File: src/rtl/uart_rx_fifo.sv
// Receive-side frame FIFO for a UART: stores {ferror, perror, data} entries,
// serves a registered one-cycle-latency read port, and keeps overrun/error stats.
module uart_rx_fifo #(
    parameter int DEPTH    = 16,
    parameter int ADDR_W   = 4,
    parameter int DROP_BAD = 0
) (
    input  logic              clk,
    input  logic              reset,
    input  logic              wr_frame,
    input  logic [7:0]        wr_data,
    input  logic              wr_perror,
    input  logic              wr_ferror,
    input  logic              rd_en,
    output logic [7:0]        rd_data,
    output logic              rd_perror,
    output logic              rd_ferror,
    output logic              rd_valid,
    output logic              empty,
    output logic              full,
    output logic [ADDR_W:0]   count,
    output logic              overrun,
    input  logic              clr_status,
    output logic [7:0]        perr_cnt,
    output logic [7:0]        ferr_cnt
);

    localparam logic [ADDR_W:0]   FULL_COUNT = (ADDR_W + 1)'(DEPTH);
    localparam logic [ADDR_W-1:0] PTR_ONE    = ADDR_W'(1);
    localparam logic [ADDR_W:0]   CNT_ONE    = (ADDR_W + 1)'(1);

    logic [9:0]        mem_q [DEPTH];

    logic [ADDR_W-1:0] wr_ptr_q, wr_ptr_d;
    logic [ADDR_W-1:0] rd_ptr_q, rd_ptr_d;
    logic [ADDR_W:0]   count_q, count_d;
    logic [7:0]        rd_data_q, rd_data_d;
    logic              rd_perror_q, rd_perror_d;
    logic              rd_ferror_q, rd_ferror_d;
    logic              rd_valid_q, rd_valid_d;
    logic              overrun_q, overrun_d;
    logic [7:0]        perr_cnt_q, perr_cnt_d;
    logic [7:0]        ferr_cnt_q, ferr_cnt_d;

    logic              bad;
    logic              drop_bad;
    logic              rd_accept;
    logic              wr_accept;
    logic              overrun_event;
    logic [9:0]        rd_entry;

    // A pending event takes priority over a clear in the same cycle.
    function automatic logic [7:0] next_err_cnt(input logic [7:0] cur,
                                                input logic       hit,
                                                input logic       clr);
        logic [7:0] result;
        result = cur;
        if (hit) begin
            if (clr) begin
                result = 8'd1;
            end else if (cur != 8'hFF) begin
                result = cur + 8'd1;
            end
        end else if (clr) begin
            result = 8'd0;
        end
        return result;
    endfunction

    always_comb begin
        bad           = wr_perror | wr_ferror;
        drop_bad      = (DROP_BAD != 0) && bad;
        rd_accept     = rd_en && (count_q != '0);
        wr_accept     = wr_frame && !drop_bad && ((count_q != FULL_COUNT) || rd_accept);
        overrun_event = wr_frame && !drop_bad && (count_q == FULL_COUNT) && !rd_accept;
        rd_entry      = mem_q[rd_ptr_q];
    end

    always_comb begin
        wr_ptr_d    = wr_ptr_q;
        rd_ptr_d    = rd_ptr_q;
        count_d     = count_q;
        rd_data_d   = rd_data_q;
        rd_perror_d = rd_perror_q;
        rd_ferror_d = rd_ferror_q;
        rd_valid_d  = 1'b0;

        if (wr_accept) begin
            wr_ptr_d = wr_ptr_q + PTR_ONE;
        end

        if (rd_accept) begin
            rd_ptr_d    = rd_ptr_q + PTR_ONE;
            rd_data_d   = rd_entry[7:0];
            rd_perror_d = rd_entry[8];
            rd_ferror_d = rd_entry[9];
            rd_valid_d  = 1'b1;
        end

        case ({wr_accept, rd_accept})
            2'b10:   count_d = count_q + CNT_ONE;
            2'b01:   count_d = count_q - CNT_ONE;
            default: count_d = count_q;
        endcase

        if (overrun_event) begin
            overrun_d = 1'b1;
        end else if (clr_status) begin
            overrun_d = 1'b0;
        end else begin
            overrun_d = overrun_q;
        end

        perr_cnt_d = next_err_cnt(perr_cnt_q, wr_frame && wr_perror, clr_status);
        ferr_cnt_d = next_err_cnt(ferr_cnt_q, wr_frame && wr_ferror, clr_status);
    end

    always_ff @(posedge clk) begin
        if (!reset) begin
            wr_ptr_q    <= '0;
            rd_ptr_q    <= '0;
            count_q     <= '0;
            rd_data_q   <= 8'd0;
            rd_perror_q <= 1'b0;
            rd_ferror_q <= 1'b0;
            rd_valid_q  <= 1'b0;
            overrun_q   <= 1'b0;
            perr_cnt_q  <= 8'd0;
            ferr_cnt_q  <= 8'd0;
        end else begin
            wr_ptr_q    <= wr_ptr_d;
            rd_ptr_q    <= rd_ptr_d;
            count_q     <= count_d;
            rd_data_q   <= rd_data_d;
            rd_perror_q <= rd_perror_d;
            rd_ferror_q <= rd_ferror_d;
            rd_valid_q  <= rd_valid_d;
            overrun_q   <= overrun_d;
            perr_cnt_q  <= perr_cnt_d;
            ferr_cnt_q  <= ferr_cnt_d;
        end
    end

    // Storage has no reset; when full, a simultaneous read sees the old entry.
    always_ff @(posedge clk) begin
        if (reset && wr_accept) begin
            mem_q[wr_ptr_q] <= {wr_ferror, wr_perror, wr_data};
        end
    end

    assign rd_data   = rd_data_q;
    assign rd_perror = rd_perror_q;
    assign rd_ferror = rd_ferror_q;
    assign rd_valid  = rd_valid_q;
    assign count     = count_q;
    assign empty     = (count_q == '0);
    assign full      = (count_q == FULL_COUNT);
    assign overrun   = overrun_q;
    assign perr_cnt  = perr_cnt_q;
    assign ferr_cnt  = ferr_cnt_q;

endmodule

File: config.mk
export PLATFORM = sky130hd
export DESIGN_NAME = uart_rx_fifo
export DESIGN_NICKNAME = d
export VERILOG_FILES = /design/src/rtl/uart_rx_fifo.sv
export SDC_FILE = /design/constraint.sdc
export NUM_CORES = 1
export LEC_CHECK = 0
export BUFFER_PORTS_ARGS = -buffer_cell sky130_fd_sc_hd__buf_4
export CAP_MARGIN = 20
export CELL_PAD_IN_SITES_DETAIL_PLACEMENT = 2
export CELL_PAD_IN_SITES_GLOBAL_PLACEMENT = 2
export CORE_MARGIN = 8
export CORE_UTILIZATION = 45
export CTS_CLUSTER_DIAMETER = 60
export CTS_CLUSTER_SIZE = 20
export DETAILED_ROUTE_END_ITERATION = 12
export PLACE_DENSITY_LB_ADDON = 0.1
export SYNTH_ARGS = -nofsm -noshare
export SYNTH_HDL_FRONTEND = slang
export SYNTH_SLANG_ARGS = --single-unit
File: constraint.sdc
create_clock -name clk -period 8.1 [get_ports clk]
set_clock_uncertainty 0.1 [all_clocks]
set_input_delay 1.62 -clock clk [delete_from_list [all_inputs] [get_ports clk]]
set_output_delay 1.62 -clock clk [all_outputs]
set_load 0.01 [all_outputs]
Word-level counts from Yosys, hierarchy flattened
Memories as Yosys holds them, arrays and structs flattened. A register that Yosys moved wholly into a read port is not among the register bits.
Index checks and enable logic that the tools add are counted.
{"block": "word_totals", "reg_bits": 31, "ramBits": 160, "wordCells": 53, "memories": 1}
{"name": "mem_q", "depth": 16, "word_bits": 10, "rd": 1, "rd_ports_with_merged_regs": 1, "wr": 1, "line": "32", "rtl": "logic [9:0] mem_q [DEPTH];"}
{"block": "classes", "add_sub_neg": 6, "eq_ne": 6, "muxes": 13, "reduce_logical": 20}
{"cell": "2-to-1 mux 8 bit", "count": 7}
{"cell": "adder 8 x 1 -> 8 bit, second input constant", "count": 2}
{"cell": "!= test 8 bit, second input constant", "count": 2}
{"cell": "nonzero test 2 bit", "count": 6}
{"cell": "case mux 5 bit (2 select lines)", "count": 1}
{"cell": "adder 4 x 1 -> 4 bit, second input constant", "count": 2}
{"cell": "logical AND 1 bit", "count": 7}
{"cell": "adder 5 x 1 -> 5 bit, second input constant", "count": 1}
{"cell": "== test 5 bit, second input constant", "count": 1}
{"cell": "zero test 5 bit", "count": 1}
{"cell": "2-to-1 mux 1 bit", "count": 5}
{"cell": "!= test 5 bit, second input constant", "count": 1}
{"cell": "nonzero test 5 bit", "count": 1}
{"cell": "subtractor 5 x 1 -> 5 bit, second input constant", "count": 1}
{"cell": "AND reduction 2 bit", "count": 2}
{"cell": "== test 2 x 1 -> 1 bit, second input constant", "count": 1}
{"cell": "== test 2 bit, second input constant", "count": 1}
{"cell": "zero test 1 bit", "count": 2}
{"cell": "logical OR 1 bit", "count": 1}

Logic depth before layout (Yosys ltp)
Gate-level depths: netlist of the first run.
{"block": "depth", "depth_word": 7, "ltp_mapped": 9, "depth_no_buf": 9}

Least setup slack after synthesis of the first run
Ideal clock, no wire load.
{"block": "synth_path", "kind": "input to register", "startpoint": "input reset", "endpoint": "memory mem_q[1][0], enable pin", "arrival_time_ns": 3.272, "required_time_ns": 7.596, "slack_ns": 4.324, "cell_stages": 4, "path_buffers": 2, "path_cell_list": "clkbuf_1 > clkbuf_1 > nand2_1 > nor4_1"}
{"block": "synth_between", "elab_chain_cells": 3}
{"element": "start: declaration", "line": "9", "rtl": "input logic reset,"}
{"element": "logical AND 1 bit", "line": "146", "rtl": "if (reset && wr_accept) begin"}
{"element": "2-to-1 mux 1 bit", "line": "146"}
{"element": "2-to-1 mux 1 bit (implied by the code)", "line": "147", "rtl": "mem_q[wr_ptr_q] <= {wr_ferror, wr_perror, wr_data};"}
{"element": "end: declaration", "line": "32"}
No other way between the ends.

Worst setup path in the final report of the first run
{"block": "layout_path", "startpoint": "register count_q[0], in the netlist count[0]", "endpoint": "output full"}
{"block": "layout_between", "elab_chain_cells": 1}
{"element": "start: declaration", "line": "36", "rtl": "logic [ADDR_W:0] count_q, count_d;"}
{"element": "start signal: assignment", "line": "133", "rtl": "count_q <= count_d;"}
{"element": "== test 5 bit", "line": "157", "rtl": "assign full = (count_q == FULL_COUNT);"}
{"element": "end: declaration", "line": "20", "rtl": "output logic full,"}
No other way between the ends.

==> impl_results.md, run 1 <==
- Root buffer cell: sky130_fd_sc_hd__clkbuf_16
- Setup Viol. Count Final: 0
- Total nets after synthesis: between 500 and 600
- Final total negative setup slack: 0 ns
- Endpoint of the most critical register-to-register path: count[4]$_SDFFE_PN0P_
- Standard cell core area: 0.0179 mm^2
- DR pass1 iterations: 4
- Synth warn: 0
- Data arrival, critical path: between 2 and 2.5 ns
- Filler Cells Inserted: 1636
- Number of synthesized flops with an enable pin: 160
- Total routed wirelength: ~21000 um
- Number of design-rule violations left by the first detailed-router iteration: 272
- Hold Startpoint: ferr_cnt[5]$_SDFFE_PN0P_
- GR Overflow Total: 0
- WL/cell: approximately 26 um
- Share of synthesized area occupied by flip-flops and latches: between 60% and 70%
- Largest net degree at the start of global routing: 64
- Max-cap violation count: 0
- NumNets Final: 611
- Synthesized cell area: 0.00817 mm^2
- Mean instance size in the synthesized netlist: 15.2 um^2
- Critical Setup Path Class: register to primary output
- Final max-slew violation count: 0
- Later-pin clock latency in the skew report: 0.48 ns
- Final Cell Area: 0.00932 mm^2
- Crit path cell chain: or4_1, nor2_1, buf_4
- Maximum cell stage delay along the critical path: 0.82 ns
- Vias in the first global route: 5299
- Leakage power of the design: 3.00 nW
- Max clock buf depth: 3
- Post-synthesis register bit count: 201
- Hold Path Cell Cnt: 2
- Number of gates given a new drive strength after cts: 0
- Crit path capture type: primary output
- Setup slack of the worst register-to-register path: a little under 5 ns
- Area after detailed placement: slightly below 0.009 mm^2
- Commonest non-fill, non-tap cell in the layout: sky130_fd_sc_hd__edfxtp_1
- Fraction of final layout cells sized beyond drive strength 1: between 10% and 20%
- Area added between synthesis and finish: 14.1%
- Period utilisation layout: 46.2%
- Antenna Diode Count: 0
- Post-DP HPWL: 14400 um
- Setup repair after global routing missed its margin: false
- Vias per inst: about 5.8
- Worst path required time: 6.38 ns
- Num ports: 50
- Post-CTS Hold Buffers: 0
- Highest clock frequency the design can meet: 267 MHz
- All-layer global routing usage: 19.2%
- Dominant synthesized flop cell: sky130_fd_sc_hd__edfxtp_1
- Die area: roughly 0.023 mm^2
- TritonCTS Buffers: 16
- Worst vdd rail ir drop: 0.187 mV
- Number of cells on the worst reg-to-reg path: 10
- Last weighted congestion value of the routability-driven placer: between 0.7 and 0.8
- Critical-path top delay cell: sky130_fd_sc_hd__or4_1
- Worst slew slack as a fraction of its limit: 28.0%
- IO Port Bufs: 49
- Crit path max fanout: 10
- Setup fix buffers added after clock tree synthesis: 0
- Endpoints failing hold: 0
- Count of standard-cell rows: just under 50
- Worst Hold End: ferr_cnt[5]$_SDFFE_PN0P_
- Initial Utilization: between 40% and 50%
- Horiz. Die Dim: 151 um
- Die height: 151 um
- Min cycle time layout: 3.74 ns
- Async set-or-reset flop fraction in the synthesized netlist: 0%
- Total via count in the routed design: a little under 5000
- H-Tree Depth: 1
- Slew @ Worst Pin: 1.08 ns
- Gate count after technology mapping: 538
- Number of routed nets with antenna violations: 0
- CTS tree: built
- Commonest cells after routing, fill and taps aside: 160 x sky130_fd_sc_hd__edfxtp_1, 56 x sky130_fd_sc_hd__buf_4, 52 x sky130_fd_sc_hd__mux2i_1
- Status: finished, final reports clean
- Post-detailed-route DRC marker count: 0
- Antenna violations before repair: 0
- Distinct cell type count of the synthesized netlist: 50
- Critical R2R Launch: count[0]$_SDFFE_PN0P_
- Critical path startpoint category: register
- Num Clock Sinks: 201
- P per Cell Area: 271 mW/mm^2
- Wire length of the first global-routing pass: ~33000 um
- Tightest Hold Check Type: register to register
- Clock transition at the registers of the reported paths: 0.07 ns
==> state kept, by name, summed over array words and instances, names as in the netlist <==
name and flops:
rd_data 8, mem_q 160, rd_perror 1, rd_ferror 1
rd_valid 1, overrun 1, perr_cnt 8, count 5
rd_ptr_q 4, ferr_cnt 8, wr_ptr_q 4
==> worst max path at each step <==
stage | to | startpoint | slack (ns)
after floorplan | mem_q[1][0]$_DFFE_PP_ | reset | 4.32
after CTS | full | count[0]$_SDFFE_PN0P_ | 4.33
after detailed placement | count[4]$_SDFFE_PN0P_ | rd_en | 4.03
after global routing | empty | count[1]$_SDFFE_PN0P_ | 4.26
after global placement | count[4]$_SDFFE_PN0P_ | rd_en | 4.16
final | full | count[0]$_SDFFE_PN0P_ | 4.36
==> power breakdown <==
part | total, mW | internal (mW) | switching, mW
Sequential | 1.20 | 1.16 | 0.0434
Combinational | 0.509 | 0.211 | 0.298
Clock | 0.809 | 0.433 | 0.375
==> critical path, delay by kind of cell, from the launching register on <==
kind,cells,cell delay (ns)
buffers and inverters,1,0.14
DFF,1,0.38
and+or+nand+nor,2,1.02
==> cell type report <==
cell class / count / area (um^2) / area share, %
tap: 229 / 287 / 3.07
clock inverter: 10 / 98.8 / 1.06
sequential: 201 / 5630 / 60.4
timing repair buffer: 56 / 420 / 4.51
inverter: 9 / 33.8 / 0.362
multi-input combinational: 301 / 2420 / 25.9
clock buffer: 18 / 439 / 4.71
==> per-layer routing <==
| layer | up-vias | GRT usage [%] | share of wire, % |
|---|---|---|---|
| li1 | 2182 | - | - |
| met1 | 2527 | 24.9 | 43 |
| met2 | 72 | 33.8 | 52 |
| met3 | 27 | 2.43 | 2.8 |
| met4 | 0 | 4.26 | 1.9 |
| met5 | - | 0 | 0 |
==> synthesized netlist by cell type, types with 2 or more instances <==
cell	instances	area [um^2]
sky130_fd_sc_hd__edfxtp_1	160	4800
sky130_fd_sc_hd__mux2i_1	52	521
sky130_fd_sc_hd__dfxtp_1	41	821
sky130_fd_sc_hd__nor2_1	38	143
sky130_fd_sc_hd__mux4_2	20	450
sky130_fd_sc_hd__o22ai_1	20	125
sky130_fd_sc_hd__nand2_1	18	67.6
sky130_fd_sc_hd__a21oi_1	17	85.1
sky130_fd_sc_hd__nor3_1	15	75.1
sky130_fd_sc_hd__o21ai_0	15	75.1
sky130_fd_sc_hd__clkbuf_1	14	52.6
sky130_fd_sc_hd__a22oi_1	10	75.1
sky130_fd_sc_hd__ha_1	10	125
sky130_fd_sc_hd__nand2b_1	10	62.6
sky130_fd_sc_hd__inv_1	9	33.8
sky130_fd_sc_hd__buf_2	7	35.0
sky130_fd_sc_hd__nand3_1	7	35.0
sky130_fd_sc_hd__o211ai_1	7	52.6
sky130_fd_sc_hd__xor2_1	7	61.3
sky130_fd_sc_hd__nand4_1	6	37.5
sky130_fd_sc_hd__and3_1	5	31.3
sky130_fd_sc_hd__nor4_1	5	31.3
sky130_fd_sc_hd__buf_1	4	15.0
sky130_fd_sc_hd__or3_1	4	25.0
sky130_fd_sc_hd__nor2b_1	3	18.8
sky130_fd_sc_hd__or3b_2	3	26.3
sky130_fd_sc_hd__a31oi_1	2	12.5
sky130_fd_sc_hd__and2_1	2	12.5
sky130_fd_sc_hd__buf_4	2	15.0
sky130_fd_sc_hd__nand3b_1	2	15.0
sky130_fd_sc_hd__o21a_1	2	15.0
sky130_fd_sc_hd__o21ai_4	2	32.5
sky130_fd_sc_hd__xnor2_1	2	17.5
==> per-stage QoR <==
stage,hold WS (ns),std cells,worst slack [ns],util (%),power (mW)
6_report,0.417,824,4.36,52.1,2.52
5_1_grt,0.472,824,4.26,52.1,2.62
4_1_cts,0.423,823,4.33,52.0,2.55
3_5_place_dp,0.412,795,4.03,49.0,1.74
3_3_place_gp,0.389,794,4.16,49.0,1.72
2_1_floorplan,0.415,538,4.32,-,1.54
==> cell families after synthesis <==
logic type	synth area share, %
DFF	68.9
and+or+nand+nor	7.64
AOI/OAI and AO/OA	6.86
muxes	12.0
buffers and inverters	1.85
adders and majority gates	1.78
xor gates and xnor gates	0.965
No activity file was read; power rests on OpenSTA's default activity.
==> run 2: changes to the inputs <==
- CORE_UTILIZATION: 45 -> 40
- clock period: 8.1 -> 3.2 ns (I/O delays scaled with it)
==> impl_results.md, run 2 (synthesis gave the netlist of run 1 again) <==
- Wire length of the first global-routing pass: 32300 um
- Setup fix buffers added after clock tree synthesis: 0
- Critical path startpoint category: register
- Timing startpoint of the critical path: count[0]$_SDFFE_PN0P_
- Crit path capture type: register
- Total via count in the routed design: 4848
- Count of standard-cell rows: 52
- IO Port Bufs: 49
- Num Clock Sinks: 201
- Max clock buf depth: 3
- Largest net degree at the start of global routing: 35
- Data arrival, critical path: 3.18 ns
- Endpoints failing hold: 0
- Most common cell on crit path: sky130_fd_sc_hd__nand2b_1
- Total net switching power: 1.91 mW
- Tightest Hold Check Type: input pin to register
- Fraction of final layout cells sized beyond drive strength 1: ~22%
- Comb power frac: 20.4%
- Critical R2R Launch: count[0]$_SDFFE_PN0P_
- Final max-slew violation count: 0
- Min cycle time layout: 2.88 ns
- Die height: between 150 and 200 um
- Int Power: 4.55 mW
- Slew @ Worst Pin: 1.06 ns
- Period utilisation layout: 90.1%
- Antenna Diode Count: 0
- Horiz. Die Dim: around 160 um
- TritonCTS Buffers: 17
- NumNets Final: 625
- Max-cap violation count: 0
- Share of power burned in the clock network: 32.3%
- Standard cell core area: 0.0202 mm^2
- Last weighted congestion value of the routability-driven placer: 0.782
- Setup Viol. Count Final: 0
- Commonest cells after routing, fill and taps aside: 160 x sky130_fd_sc_hd__edfxtp_1, 68 x sky130_fd_sc_hd__buf_4, 52 x sky130_fd_sc_hd__mux2i_1
- Final total negative setup slack: 0 ns
- Switching share of power: 29.6%
- All-layer global routing usage: 16.4%
- Root buffer cell: sky130_fd_sc_hd__clkbuf_16
- P per Cell Area: slightly below 700 mW/mm^2
- Crit path cell chain: nor4_2, a21boi_1, nand2b_1, inv_1, ha_1, nand2b_1, a21oi_1, mux2_2, a221oi_1
- Commonest non-fill, non-tap cell in the layout: sky130_fd_sc_hd__edfxtp_1
- Number of cells on the worst reg-to-reg path: 9
- Top register by number of flip-flops: mem_q
- Post-DP HPWL: 13900 um
- Number of design-rule violations left by the first detailed-router iteration: between 200 and 250
- Antenna violations before repair: 0
- Filler Cells Inserted: 1932
- Number of routed nets with antenna violations: 0
- Vias per inst: about 5.5
- Area added between synthesis and finish: 16.4%
- Critical Setup Path Class: register to register
- Worst path required time: 3.50 ns
- WL/cell: approximately 24 um
- CTS tree: built
- Flip-flop count of the largest register, all copies and words added: 160
- Highest clock frequency the design can meet: 347 MHz
- Leakage power of the design: 3.09 nW
- Vias in the first global route: 5362
- Initial Utilization: between 40% and 50%
- Hold Path Cell Cnt: 1
- H-Tree Depth: 1
- Clock transition at the registers of the reported paths: 0.08 ns
- Crit path max fanout: 6
- Setup repair after global routing missed its margin: false
- Status: finished, final reports clean
- Die area: 0.0252 mm^2
- Final Cell Area: 0.00951 mm^2
- Critical-path top delay cell: sky130_fd_sc_hd__nor4_2
- Post-detailed-route DRC marker count: 0
- Worst vdd rail ir drop: 0.598 mV
- Hold Startpoint: wr_data[2]
- GR Overflow Total: 0
- Maximum cell stage delay along the critical path: roughly 0.45 ns
- Worst slew slack as a fraction of its limit: 29.1%
- Total routed wirelength: 20800 um
- Later-pin clock latency in the skew report: 0.49 ns
- Area after detailed placement: 0.00895 mm^2
- Num ports: 50
- Portion of total power attributed to sequential cells: between 40% and 50%
- DR pass1 iterations: 4
==> run 2: routing by layer <==
metal	GRT usage [%]	wire, um
met1	21.8	9510
met2	27.9	10200
met3	2.25	779
met4	3.99	370
met5	0	0
==> run 2: path summary, 6_finish.rpt <==
kind,endpoint,slack [ns]
max,count[4]$_SDFFE_PN0P_,0.32
max reg2reg,count[4]$_SDFFE_PN0P_,0.32
min,mem_q[13][2]$_DFFE_PP_,0.37
min reg2reg,ferr_cnt[5]$_SDFFE_PN0P_,0.45
==> run 2: repair_timing <==
item | in CTS | in global routing
hold buffers | 0 | 0
resized for setup | 0 | 1
setup endpoints to repair | 0 | 1
==> run 2: power groups by stage <==
stage | combinational (mW) | clock [mW] | sequential (mW)
floorplan | 0.796 | 0 | 3.11
global placement | 1.28 | 0 | 3.10
detailed placement | 1.34 | 0 | 3.11
CTS | 1.35 | 2.15 | 3.05
global route | 1.44 | 2.22 | 3.07
finish | 1.32 | 2.08 | 3.06
==> run 2: final cells by class <==
cell class / count / area, um^2 / area share, %
inverter: 9 / 33.8 / 0.355
clock inverter: 11 / 113 / 1.18
clock buffer: 19 / 443 / 4.66
timing repair buffer: 69 / 531 / 5.58
multi-input combinational: 301 / 2420 / 25.5
sequential: 201 / 5630 / 59.2
tap: 270 / 338 / 3.55
==> run 2: stage by stage <==
stage	setup WS, ns	std cells	util, %	hold slack [ns]	total power, mW
5_1_grt	0.0851	880	47.1	0.365	6.73
3_5_place_dp	0.206	850	44.4	0.427	4.45
6_report	0.316	880	47.1	0.369	6.46
3_3_place_gp	0.435	850	44.4	0.390	4.38
2_1_floorplan	0.404	538	-	0.415	3.90
4_1_cts	0.0872	880	47.1	0.356	6.55
==> run 2: critical path, delay by kind of cell (launching register included) <==
family	cells	cell delay [ns]
buffers and inverters	1	0.09
adder cells (fa/ha/maj)	1	0.34
AO/OA/AOI/OAI	3	0.81
AND/OR/NAND/NOR	3	0.68
multiplexers	1	0.40
flip-flops	1	0.36
==> run 3: changes to the inputs <==
- CORE_UTILIZATION: 40 -> 44
- clock period: 3.2 -> 3.25 ns (I/O delays scaled with it)
==> impl_results.md, run 3 (synthesis gave the netlist of run 1 again) <==
- Status: finished, final reports clean
- Placement Setup Slack: roughly 0.056 ns
- Endpoint of the most critical register-to-register path: count[4]$_SDFFE_PN0P_
- Switching share of power: 28.7%
- Non-filler cells in the finished layout: between 800 and 900
- Endpoints failing hold: 0
- Tightest Hold Check Type: input pin to register
- GR Overflow Total: 0
- Comb power frac: between 20% and 30%
- DP Cell Count: around 810
- All-layer global routing usage: 19.0%
- Wire length of the first global-routing pass: around 34000 um
- Antenna violations before repair: 0
- Flip-flop count of the largest register, all copies and words added: 160
- Setup repair after global routing missed its margin: false
- Period utilisation layout: roughly nine tenths
- Top register by number of flip-flops: mem_q
- Met2 Usage GRT: 34.5%
- Final max-slew violation count: 0
- CTS tree: built
- Num ports: 50
- Root buffer cell: sky130_fd_sc_hd__clkbuf_16
- Last weighted congestion value of the routability-driven placer: slightly below 0.8
- Met1 layer usage reported by global route: 23.8%
- Setup Viol. Count Final: 0
- Worst slew slack as a fraction of its limit: 23.3%
- Total routed wirelength: 22100 um
- Global routing met3 resource utilization: 2.35%
- Filler Cells Inserted: approximately 1700
- Crit path max fanout: 6
- Count of standard-cell rows: 50
- Min cycle time layout: around 3 ns
- Critical R2R Launch: count[0]$_SDFFE_PN0P_
- Highest clock frequency the design can meet: 336 MHz
- Critical path startpoint category: register
- Commonest cells after routing, fill and taps aside: 160 x sky130_fd_sc_hd__edfxtp_1, 68 x sky130_fd_sc_hd__buf_4, 52 x sky130_fd_sc_hd__mux2i_1
- Standard cell core area: ~0.018 mm^2
- Final core utilization: 51.3%
- Vias per inst: 5.82
- Num Clock Sinks: about 200
- Vias in the first global route: 5511
- Die area: 0.0232 mm^2
- Max-cap violation count: 0
- Leakage power of the design: 3.09 nW
- Fraction of final layout cells sized beyond drive strength 1: about a fifth
- Final total negative setup slack: 0 ns
- Timing startpoint of the critical path: count[0]$_SDFFE_PN0P_
- Worst path required time: 3.53 ns
- Buffers plus inverters on the worst setup path: 1
- Commonest non-fill, non-tap cell in the layout: sky130_fd_sc_hd__edfxtp_1
- Slack of the critical path: 0.276 ns
- Number of design-rule violations left by the first detailed-router iteration: 251
- Crit path capture type: register
- Maximum cell stage delay along the critical path: 0.48 ns
- Slew @ Worst Pin: 1.15 ns
- Max clock buf depth: 3
- Number of cells on the worst reg-to-reg path: 9
- Initial Utilization: 44.3%
- Setup slack of the worst register-to-register path: 0.28 ns
- Post-DP HPWL: 14400 um
- Later-pin clock latency in the skew report: 0.48 ns
- Clock transition at the registers of the reported paths: 0.08 ns
- Critical-path top delay cell: sky130_fd_sc_hd__nor4_2
- Total net switching power: 1.84 mW
- Int Power: about 4.6 mW
- DR pass1 iterations: 4
- WP depth: 9
- H-Tree Depth: 1
- Share of power burned in the clock network: 32.9%
- Most common cell on crit path: sky130_fd_sc_hd__nand2b_1
- Die height: 152 um
- WL/cell: 26.2 um
- NumNets Final: 624
- Horiz. Die Dim: 152 um
- Area added between synthesis and finish: 15.9%
- P per Cell Area: 680 mW/mm^2
- Total power consumption of the routed design: 6.43 mW
- TritonCTS Buffers: 16
- Worst vdd rail ir drop: between 0.5 and 0.6 mV
- Number of routed nets with antenna violations: 0
- Cell class contributing the biggest share of worst-path delay: compound AO/OA/AOI/OAI gates
- Data arrival, critical path: roughly 3.3 ns
- Top Usage Layer GRT: met2
- Worst setup endpoint: count[4]$_SDFFE_PN0P_
- Largest net degree at the start of global routing: 34
- IO Port Bufs: 49
- Crit path cell chain: nor4_2, a21boi_1, nand2b_1, inv_1, ha_1, nand2b_1, a21oi_1, mux2_2, a221oi_1
- Post-detailed-route DRC marker count: 0
- Total via count in the routed design: between 4000 and 5000
- Portion of total power attributed to sequential cells: a little under half
- Antenna Diode Count: 0
- Critical Setup Path Class: register to register
==> run 3: worst min path at each step <==
stage                                to  cells past startpoint  slack [ns]                      from
2_1_floorplan  ferr_cnt[5]$_SDFFE_PN0P_                      2        0.41  ferr_cnt[5]$_SDFFE_PN0P_
3_3_place_gp   ferr_cnt[5]$_SDFFE_PN0P_                      2        0.39  ferr_cnt[5]$_SDFFE_PN0P_
6_report          mem_q[2][3]$_DFFE_PP_                      1        0.40                wr_data[3]
5_1_grt           mem_q[6][5]$_DFFE_PP_                      1        0.39                wr_data[5]
4_1_cts           mem_q[6][5]$_DFFE_PP_                      1        0.37                wr_data[5]
3_5_place_dp      count[3]$_SDFFE_PN0P_                      2        0.42     count[3]$_SDFFE_PN0P_
==> run 3: cell type report <==
| cell class | count | area, um^2 | area share [%] |
|---|---|---|---|
| Multi-Input combinational cell | 301 | 2420 | 25.6 |
| Timing Repair Buffer | 69 | 531 | 5.60 |
| Clock inverter | 9 | 126 | 1.34 |
| Inverter | 9 | 33.8 | 0.357 |
| Clock buffer | 19 | 433 | 4.57 |
| Sequential cell | 201 | 5630 | 59.4 |
| Tap cell | 234 | 293 | 3.09 |
==> run 3: timing repair <==
item,CTS,global route
buffers inserted,0,0
resized for setup,0,1
hold buffers,0,0
endpoints found under the setup margin,0,1
==> run 3: routing by layer <==
layer	wire length [um]	part of all wire, %
met1	9390	43
met2	11500	52
met3	839	3.8
met4	368	1.7
met5	0	0
==> run 3: power by group through the flow <==
stage / logic [mW] / registers, mW / clock network [mW]
floorplan: 0.783 / 3.06 / 0
global placement: 1.25 / 3.05 / 0
detailed placement: 1.32 / 3.06 / 0
CTS: 1.33 / 3.01 / 2.17
global route: 1.42 / 3.02 / 2.26
finish: 1.31 / 3.01 / 2.11
==> run 3: metrics by stage <==
| stage | hold WS (ns) | area, um^2 |
|---|---|---|
| 3_5_place_dp | 0.416 | 8900 |
| 3_3_place_gp | 0.389 | 8900 |
| 5_1_grt | 0.386 | 9470 |
| 2_1_floorplan | 0.415 | 8170 |
| 4_1_cts | 0.374 | 9460 |
| 6_report | 0.396 | 9470 |
